[src/rtl/alu_seq_pkg.sv]
// Shared definitions for the nibble-serial ALU sequencer.
// Contents: op codes, sequencer FSM states, and a helper that flags subtract-type ops.
// Subtract-type ops (SUB, SLT) start the carry chain at 1 so the slice computes A + ~B + 1.
package alu_seq_pkg;

  localparam logic [2:0] OP_AND = 3'b000;
  localparam logic [2:0] OP_OR  = 3'b001;
  localparam logic [2:0] OP_ADD = 3'b010;
  localparam logic [2:0] OP_SUB = 3'b110;
  localparam logic [2:0] OP_SLT = 3'b111;

  typedef enum logic [1:0] {
    IDLE = 2'd0,
    RUN  = 2'd1,
    DONE = 2'd2
  } state_t;

  function automatic logic op_is_sub(input logic [2:0] op);
    return (op == OP_SUB) || (op == OP_SLT);
  endfunction

endpackage

[src/rtl/alu_nibble_sequencer_alu4.sv]
// ALU4Bit: combinational 4-bit ALU slice (AND / OR / ADD, B optionally inverted).
// Latency: 0 cycles (purely combinational).
// Backpressure: none; the caller sequences nibbles through it.
// Ports:
//   a_i, b_i [3:0]  operand nibbles
//   op_i     [2:0]  op code; bit 2 inverts B, bits 1:0 select AND/OR/ADD/XOR
//   cin_i           carry in (used by the adder only)
//   res_o    [3:0]  result nibble
//   cout_o          adder carry out; 0 for logic ops
module ALU4Bit (
  input  logic [3:0] a_i,
  input  logic [3:0] b_i,
  input  logic [2:0] op_i,
  input  logic       cin_i,
  output logic [3:0] res_o,
  output logic       cout_o
);

  logic [3:0] b_eff;
  logic [4:0] sum;

  always_comb begin
    // SUB is A + ~B + 1: inversion here, the +1 comes in through cin_i.
    b_eff  = op_i[2] ? ~b_i : b_i;
    sum    = {1'b0, a_i} + {1'b0, b_eff} + {4'b0000, cin_i};
    res_o  = 4'h0;
    cout_o = 1'b0;
    case (op_i[1:0])
      2'b00:   res_o = a_i & b_eff;
      2'b01:   res_o = a_i | b_eff;
      2'b10: begin
        res_o  = sum[3:0];
        cout_o = sum[4];
      end
      default: res_o = a_i ^ b_eff;
    endcase
  end

endmodule

[src/rtl/alu_nibble_sequencer.sv]
// alu_nibble_sequencer: performs WIDTH-bit ALU ops by streaming operands LSB nibble first through one ALU4Bit.
// Latency: out_valid rises NIBBLES cycles after the accept edge; min issue interval NIBBLES+2 cycles.
// Backpressure: in_ready only in IDLE; result held in DONE until out_ready, then returns to IDLE.
// Optional feature macro: ALU_SEQ_OVERFLOW_EN (adds out_ovf and a signed-correct SLT).
// Ports:
//   clk, rst                     clock, async active-high reset
//   in_valid/in_ready            request handshake; in_op, in_a, in_b latched on accept
//   out_valid/out_ready          result handshake; out_result, out_cout (and out_ovf) stable while waiting
module alu_nibble_sequencer
  import alu_seq_pkg::*;
#(
  parameter int WIDTH = 16
) (
  input  logic             clk,
  input  logic             rst,
  input  logic             in_valid,
  output logic             in_ready,
  input  logic [2:0]       in_op,
  input  logic [WIDTH-1:0] in_a,
  input  logic [WIDTH-1:0] in_b,
  output logic             out_valid,
  input  logic             out_ready,
  output logic [WIDTH-1:0] out_result,
  output logic             out_cout
`ifdef ALU_SEQ_OVERFLOW_EN
  ,
  output logic             out_ovf
`endif
);

  localparam int NIBBLES = WIDTH / 4;
  localparam int CNT_W   = (NIBBLES > 1) ? $clog2(NIBBLES) : 1;
  localparam logic [CNT_W-1:0] LAST_CNT = CNT_W'(NIBBLES - 1);

  generate
    if ((WIDTH % 4) != 0 || WIDTH < 4) begin : g_bad_width
      $error("alu_nibble_sequencer: WIDTH must be a multiple of 4 and >= 4");
    end
  endgenerate

  state_t           state_q, state_d;
  logic [CNT_W-1:0] cnt_q, cnt_d;
  logic [WIDTH-1:0] a_sh_q, a_sh_d;
  logic [WIDTH-1:0] b_sh_q, b_sh_d;
  logic [2:0]       op_q, op_d;
  logic             carry_q, carry_d;
  logic [WIDTH-1:0] res_q, res_d;
  logic             cout_q, cout_d;
`ifdef ALU_SEQ_OVERFLOW_EN
  logic             ovf_q, ovf_d;
  logic             ovf_calc;
`endif

  logic [2:0]       slice_op;
  logic [3:0]       slice_res;
  logic             slice_cout;
  logic [WIDTH-1:0] res_shift;
  logic             lt;

  // The slice has no SLT; a compare is a subtract whose sign is inspected afterwards.
  assign slice_op = (op_q == OP_SLT) ? OP_SUB : op_q;

  ALU4Bit u_alu4 (
    .a_i   (a_sh_q[3:0]),
    .b_i   (b_sh_q[3:0]),
    .op_i  (slice_op),
    .cin_i (carry_q),
    .res_o (slice_res),
    .cout_o(slice_cout)
  );

  // New nibble enters at the MSB end so after NIBBLES steps the word is in order.
  generate
    if (WIDTH == 4) begin : g_res_one
      assign res_shift = slice_res;
    end else begin : g_res_many
      assign res_shift = {slice_res, res_q[WIDTH-1:4]};
    end
  endgenerate

  // On the last RUN cycle a_sh_q[3]/b_sh_q[3] are the operand sign bits.
`ifdef ALU_SEQ_OVERFLOW_EN
  assign ovf_calc = (a_sh_q[3] == (b_sh_q[3] ^ op_is_sub(op_q))) && (slice_res[3] != a_sh_q[3]);
  assign lt       = slice_res[3] ^ ovf_calc;
`else
  // Sign of A-B only: gives the wrong answer when the subtraction overflows.
  assign lt       = slice_res[3];
`endif

  always_comb begin
    state_d = state_q;
    cnt_d   = cnt_q;
    a_sh_d  = a_sh_q;
    b_sh_d  = b_sh_q;
    op_d    = op_q;
    carry_d = carry_q;
    res_d   = res_q;
    cout_d  = cout_q;
`ifdef ALU_SEQ_OVERFLOW_EN
    ovf_d   = ovf_q;
`endif

    case (state_q)
      IDLE: begin
        if (in_valid) begin
          state_d = RUN;
          cnt_d   = '0;
          a_sh_d  = in_a;
          b_sh_d  = in_b;
          op_d    = in_op;
          carry_d = op_is_sub(in_op);
        end
      end
      RUN: begin
        a_sh_d  = a_sh_q >> 4;
        b_sh_d  = b_sh_q >> 4;
        carry_d = slice_cout;
        res_d   = res_shift;
        cnt_d   = cnt_q + 1'b1;
        if (cnt_q == LAST_CNT) begin
          state_d = DONE;
          cout_d  = 1'b0;
`ifdef ALU_SEQ_OVERFLOW_EN
          ovf_d   = 1'b0;
`endif
          case (op_q)
            OP_ADD, OP_SUB: begin
              cout_d = slice_cout;
`ifdef ALU_SEQ_OVERFLOW_EN
              ovf_d  = ovf_calc;
`endif
            end
            OP_SLT: begin
              res_d = WIDTH'(lt);
`ifdef ALU_SEQ_OVERFLOW_EN
              ovf_d = ovf_calc;
`endif
            end
            default: ;
          endcase
        end
      end
      DONE: begin
        if (out_ready) state_d = IDLE;
      end
      default: state_d = IDLE;
    endcase
  end

  always_ff @(posedge clk or posedge rst) begin
    if (rst) begin
      state_q <= IDLE;
      cnt_q   <= '0;
      a_sh_q  <= '0;
      b_sh_q  <= '0;
      op_q    <= OP_AND;
      carry_q <= 1'b0;
      res_q   <= '0;
      cout_q  <= 1'b0;
`ifdef ALU_SEQ_OVERFLOW_EN
      ovf_q   <= 1'b0;
`endif
    end else begin
      state_q <= state_d;
      cnt_q   <= cnt_d;
      a_sh_q  <= a_sh_d;
      b_sh_q  <= b_sh_d;
      op_q    <= op_d;
      carry_q <= carry_d;
      res_q   <= res_d;
      cout_q  <= cout_d;
`ifdef ALU_SEQ_OVERFLOW_EN
      ovf_q   <= ovf_d;
`endif
    end
  end

  assign in_ready   = (state_q == IDLE);
  assign out_valid  = (state_q == DONE);
  assign out_result = res_q;
  assign out_cout   = cout_q;
`ifdef ALU_SEQ_OVERFLOW_EN
  assign out_ovf    = ovf_q;
`endif

endmodule

[config.mk]
export PLATFORM = sky130hd
export DESIGN_NAME = alu_nibble_sequencer
export DESIGN_NICKNAME = d
export VERILOG_FILES = /design/src/rtl/alu_seq_pkg.sv /design/src/rtl/alu_nibble_sequencer_alu4.sv /design/src/rtl/alu_nibble_sequencer.sv
export SDC_FILE = /design/constraint.sdc
export NUM_CORES = 1
export LEC_CHECK = 0
export ABC_AREA = 1
export CAP_MARGIN = 10
export CORE_MARGIN = 8
export CORE_UTILIZATION = 51
export CTS_CLUSTER_DIAMETER = 120
export DETAILED_ROUTE_END_ITERATION = 7
export GPL_TIMING_DRIVEN = 0
export HOLD_SLACK_MARGIN = 0.12
export PLACE_DENSITY = 0.79
export SYNTH_ARGS = -nofsm -noshare
export SYNTH_HDL_FRONTEND = slang
export SYNTH_SLANG_ARGS = --single-unit
[constraint.sdc]
create_clock -name clk -period 2.6 [get_ports clk]
set_input_delay 0.26 -clock clk [delete_from_list [all_inputs] [get_ports clk]]
set_output_delay 0.26 -clock clk [all_outputs]
set_load 0.02 [all_outputs]
==> implementation parameters <==
Parameter                              Value

STA
  Number of pins exceeding their max-slew limit in the final report    0
  Final Cycle Share    86.1%
  Hold Vio Cnt, Final    0
  Worst relative slew slack    between 50% and 60%
  Highest attainable clock frequency    between 0.4 and 0.5 GHz
  Setup repair after global routing missed its margin    false
  Clock Skews    0.00670 ns
  Final-report setup violation count    0
  Measured slew at the worst slew-check pin    approximately 0.65 ns
  Crit path setup slack, layout    0.361 ns
  Minimum clock period    2.24 ns

CTS
  CTS sink count    57
  Clock Path Buffers    2
  Post-CTS setup repair buffer count    0
  Clock latency on the worst-skew pair    0.33 ns
  CTS tree    done
  Clock tree root driver cell    clkbuf_8
  Cts repair resizes    0
  Max H-tree Level    3
  Count of hold-fix buffers inserted at cts    0
  Clock transition at the registers of the reported paths    0.06 ns
  Cts bufs inserted    9

Final layout
  Layout filler cell count    460
  Fraction of final layout cells sized beyond drive strength 1    7.75%
  Diode count    0
  Area growth, synth to finish    29.5%
  Post-layout net count    460
  Layout Cells excl Fill    485
  Final design area excluding fillers    0.00370 sq mm

GRT
  Maximum number of pins on one net before global-route repair    38
  Total track usage    17.8%
  Number of global-route vias before repair    2,640
  Wire length of the first global-routing pass    about 12,000 um
  GR Overflow Total    0
  Initial antenna violation count    0

Pwr
  Pwr per Cell Area    1390 mW/mm^2
  Power share of the clock group    a little over an eighth
  IR Drop Worst-Case VDD    583 uV
  Int Power    2.85 mW
  Leakage power figure    1.77 nW
  Overall Power    5.16 mW
  Part of the total power dissipated in combinational logic    between 50% and 60%
  P_sw    roughly 2.3 mW
  Switching Fraction    44.7%
  Sequential cell fraction of total power    between 20 and 30%

Floorplanning
  Count of boundary I/O pins    58
  Width of the die    90.8 um
  DIE HEIGHT    90.8 um
  Area of the core    0.00547 sq mm
  Initial core utilization    52.2%
  # rows    27
  Die area    0.00825 sq mm

Place
  Area post-placement    0.00354 sq mm
  Worst setup slack after placement    0.407 ns
  Dpl hpwl    5240 um
  # port buffers    57
  Gp weighted congestion    0.869
  Placed Instances    471

Synth
  Synthesized netlist net count    391
  Count of synthesis-stage warnings from yosys    0
  Leading post-synthesis cells by instance count    80 x nand2_1, 57 x dfrtp_1, 48 x inv_1
  Top-count cell post-synth    nand2_1
  Post-synthesis average cell area    8.37 sq um
  Number of library cell types mapped by synthesis    28
  Dominant cell type by area after synthesis    dfrtp_1
  Primary FF master, synth    dfrtp_1
  Total standard cell area after synthesis    roughly 0.0029 sq mm
  Total of flip-flops plus latches after synthesis    57
  Number of flops mapped to enable cells by yosys    0
  Post-Synthesis Cells    approximately 340
  Async S/R FF share, synth    100%
  Leading cell types by total area after synthesis    dfrtp_1 50%, nand2_1 11%, inv_1 6.3%, o21ai_0 4.9%, ha_1 3.9%
  Seq/Total Area, Yosys    50.0%
  Share of Yosys cell area claimed by the top area cell type    50.0%

Critical path
  Worst reg-to-reg setup slack    0.36 ns
  Crit end category    register
  Crit Reg-Reg Startpoint    op_q[2]$_DFFE_PP0P_
  Biggest fanout along the worst timing path    7
  Crit path launch type    register
  Critical path data arrival time    2.48 ns
  Endpoint of the worst register-to-register path    out_result[13]$_DFFE_PP0P_
  Number of cells on the worst reg-to-reg path    9
  Critical Path RT    approximately 2.9 ns
  Crit Path Class    reg -> reg

Run status
  Run status    completed

Route
  Wire length per cell after detailed routing    14.1 um
  DRC Markers    0
  Wirelength, routed    6860 um
  Post-detailed-route via-to-cell ratio    5.16
  First-iteration detailed-routing DRC count    142
  Iteration count of the initial detailed-routing pass    4
  Overall via count from detail_route    ~2.5k
  Post-DRT Antenna Nets    0

Flow run
  Max Cap Viol    0

Min path
  Type of the tightest min-delay check    in -> async
## registers in the layout, summed over array words and instances (netlist names)
register,flops
state_q,2
cnt_q,2
carry_q,1
a_sh_q,16
op_q,3
out_result,16
b_sh_q,16
out_cout,1
## per-layer routing
metal / GRT usage [%] / vias to the layer above / wire length [um] / part of all wire [%]
met3: 4.74 / 12 / 399 / 5.8
met1: 20.6 / 1186 / 2980 / 43
met4: 6.41 / 0 / 100 / 1.5
met5: 0 / - / 0 / 0
met2: 30.8 / 70 / 3380 / 49
li1: - / 1233 / - / -
## worst max path at each step
stage | from | endpoint | slack [ns] | cells after the start
final | op_q[2]$_DFFE_PP0P_ | out_result[13]$_DFFE_PP0P_ | 0.36 | 9
after global routing | op_q[2]$_DFFE_PP0P_ | out_result[13]$_DFFE_PP0P_ | 0.27 | 9
after CTS | op_q[2]$_DFFE_PP0P_ | out_result[13]$_DFFE_PP0P_ | 0.38 | 9
after detailed placement | op_q[2]$_DFFE_PP0P_ | out_result[13]$_DFFE_PP0P_ | 0.41 | 9
after global placement | rst | b_sh_q[15]$_DFFE_PP0P_ | -0.09 | 2
after floorplan | op_q[2]$_DFFE_PP0P_ | out_result[13]$_DFFE_PP0P_ | 0.62 | 9
## power by group through the flow
stage	clock, mW	combinational (mW)	sequential (mW)
final	0.706	2.92	1.54
after global placement	0	2.83	1.53
after detailed placement	0	2.91	1.55
after CTS	0.709	2.93	1.53
after global routing	0.744	3.31	1.58
after floorplan	0	1.91	1.64
## layout by cell type, fill, tap and decap left out, types with 2 or more instances in the layout
master / count
clkbuf_1: 6
buf_2: 10
fa_1: 2
o22ai_1: 7
o21a_1: 4
nand2_1: 80
a22o_1: 3
a211oi_1: 8
nor3_1: 15
nand2_2: 2
clkbuf_8: 11
nor2_1: 28
nand3_1: 9
o21ai_1: 8
clkdlybuf4s50_1: 57
o211ai_1: 2
xnor2_1: 5
dfrtp_1: 57
ha_1: 9
inv_2: 2
a21oi_1: 4
inv_4: 2
o21ai_0: 28
inv_1: 47
## worst max-delay path, stage by stage, from the launching register on
cell and delay (ns):
dfrtp_1 0.36, buf_2 0.18, xnor2_1 0.23, inv_1 0.11, fa_1 0.41, inv_1 0.09
fa_1 0.42, a21oi_1 0.18, nor2_1 0.07, o22ai_1 0.12
## cell families (layout without fill, tap and decap cells)
| kind of cell | count (synthesis) | after routing | synth area share [%] |
|---|---|---|---|
| DFF | 57 | 57 | 50.0 |
| AOI/OAI and AO/OA | 66 | 66 | 13.7 |
| adders and majority gates | 11 | 11 | 5.35 |
| and+or+nand+nor | 136 | 136 | 19.8 |
| xor gates and xnor gates | 5 | 5 | 1.53 |
| buffers and inverters | 66 | 138 | 9.68 |
## stage by stage
stage,utilization [%],setup TNS (ns),hold WS [ns]
6_report,67.6,0,0.249
5_1_grt,67.6,0,0.294
4_1_cts,67.6,0,0.263
3_5_place_dp,64.6,0,0.466
3_3_place_gp,64.2,-4.99,0.463
2_1_floorplan,-,0,0.356
## area by class of cell
| cell class | count | area [sq um] | share of cell area, % |
|---|---|---|---|
| Sequential cell | 57 | 1430 | 38.6 |
| Buffer | 15 | 80.1 | 2.17 |
| Timing Repair Buffer | 58 | 591 | 16.0 |
| Tap cell | 72 | 90.1 | 2.44 |
| Inverter | 51 | 196 | 5.31 |
| Multi-Input combinational cell | 218 | 1150 | 31.2 |
| Clock buffer | 14 | 163 | 4.40 |
Note: power is estimated with default switching activity, not from simulation.
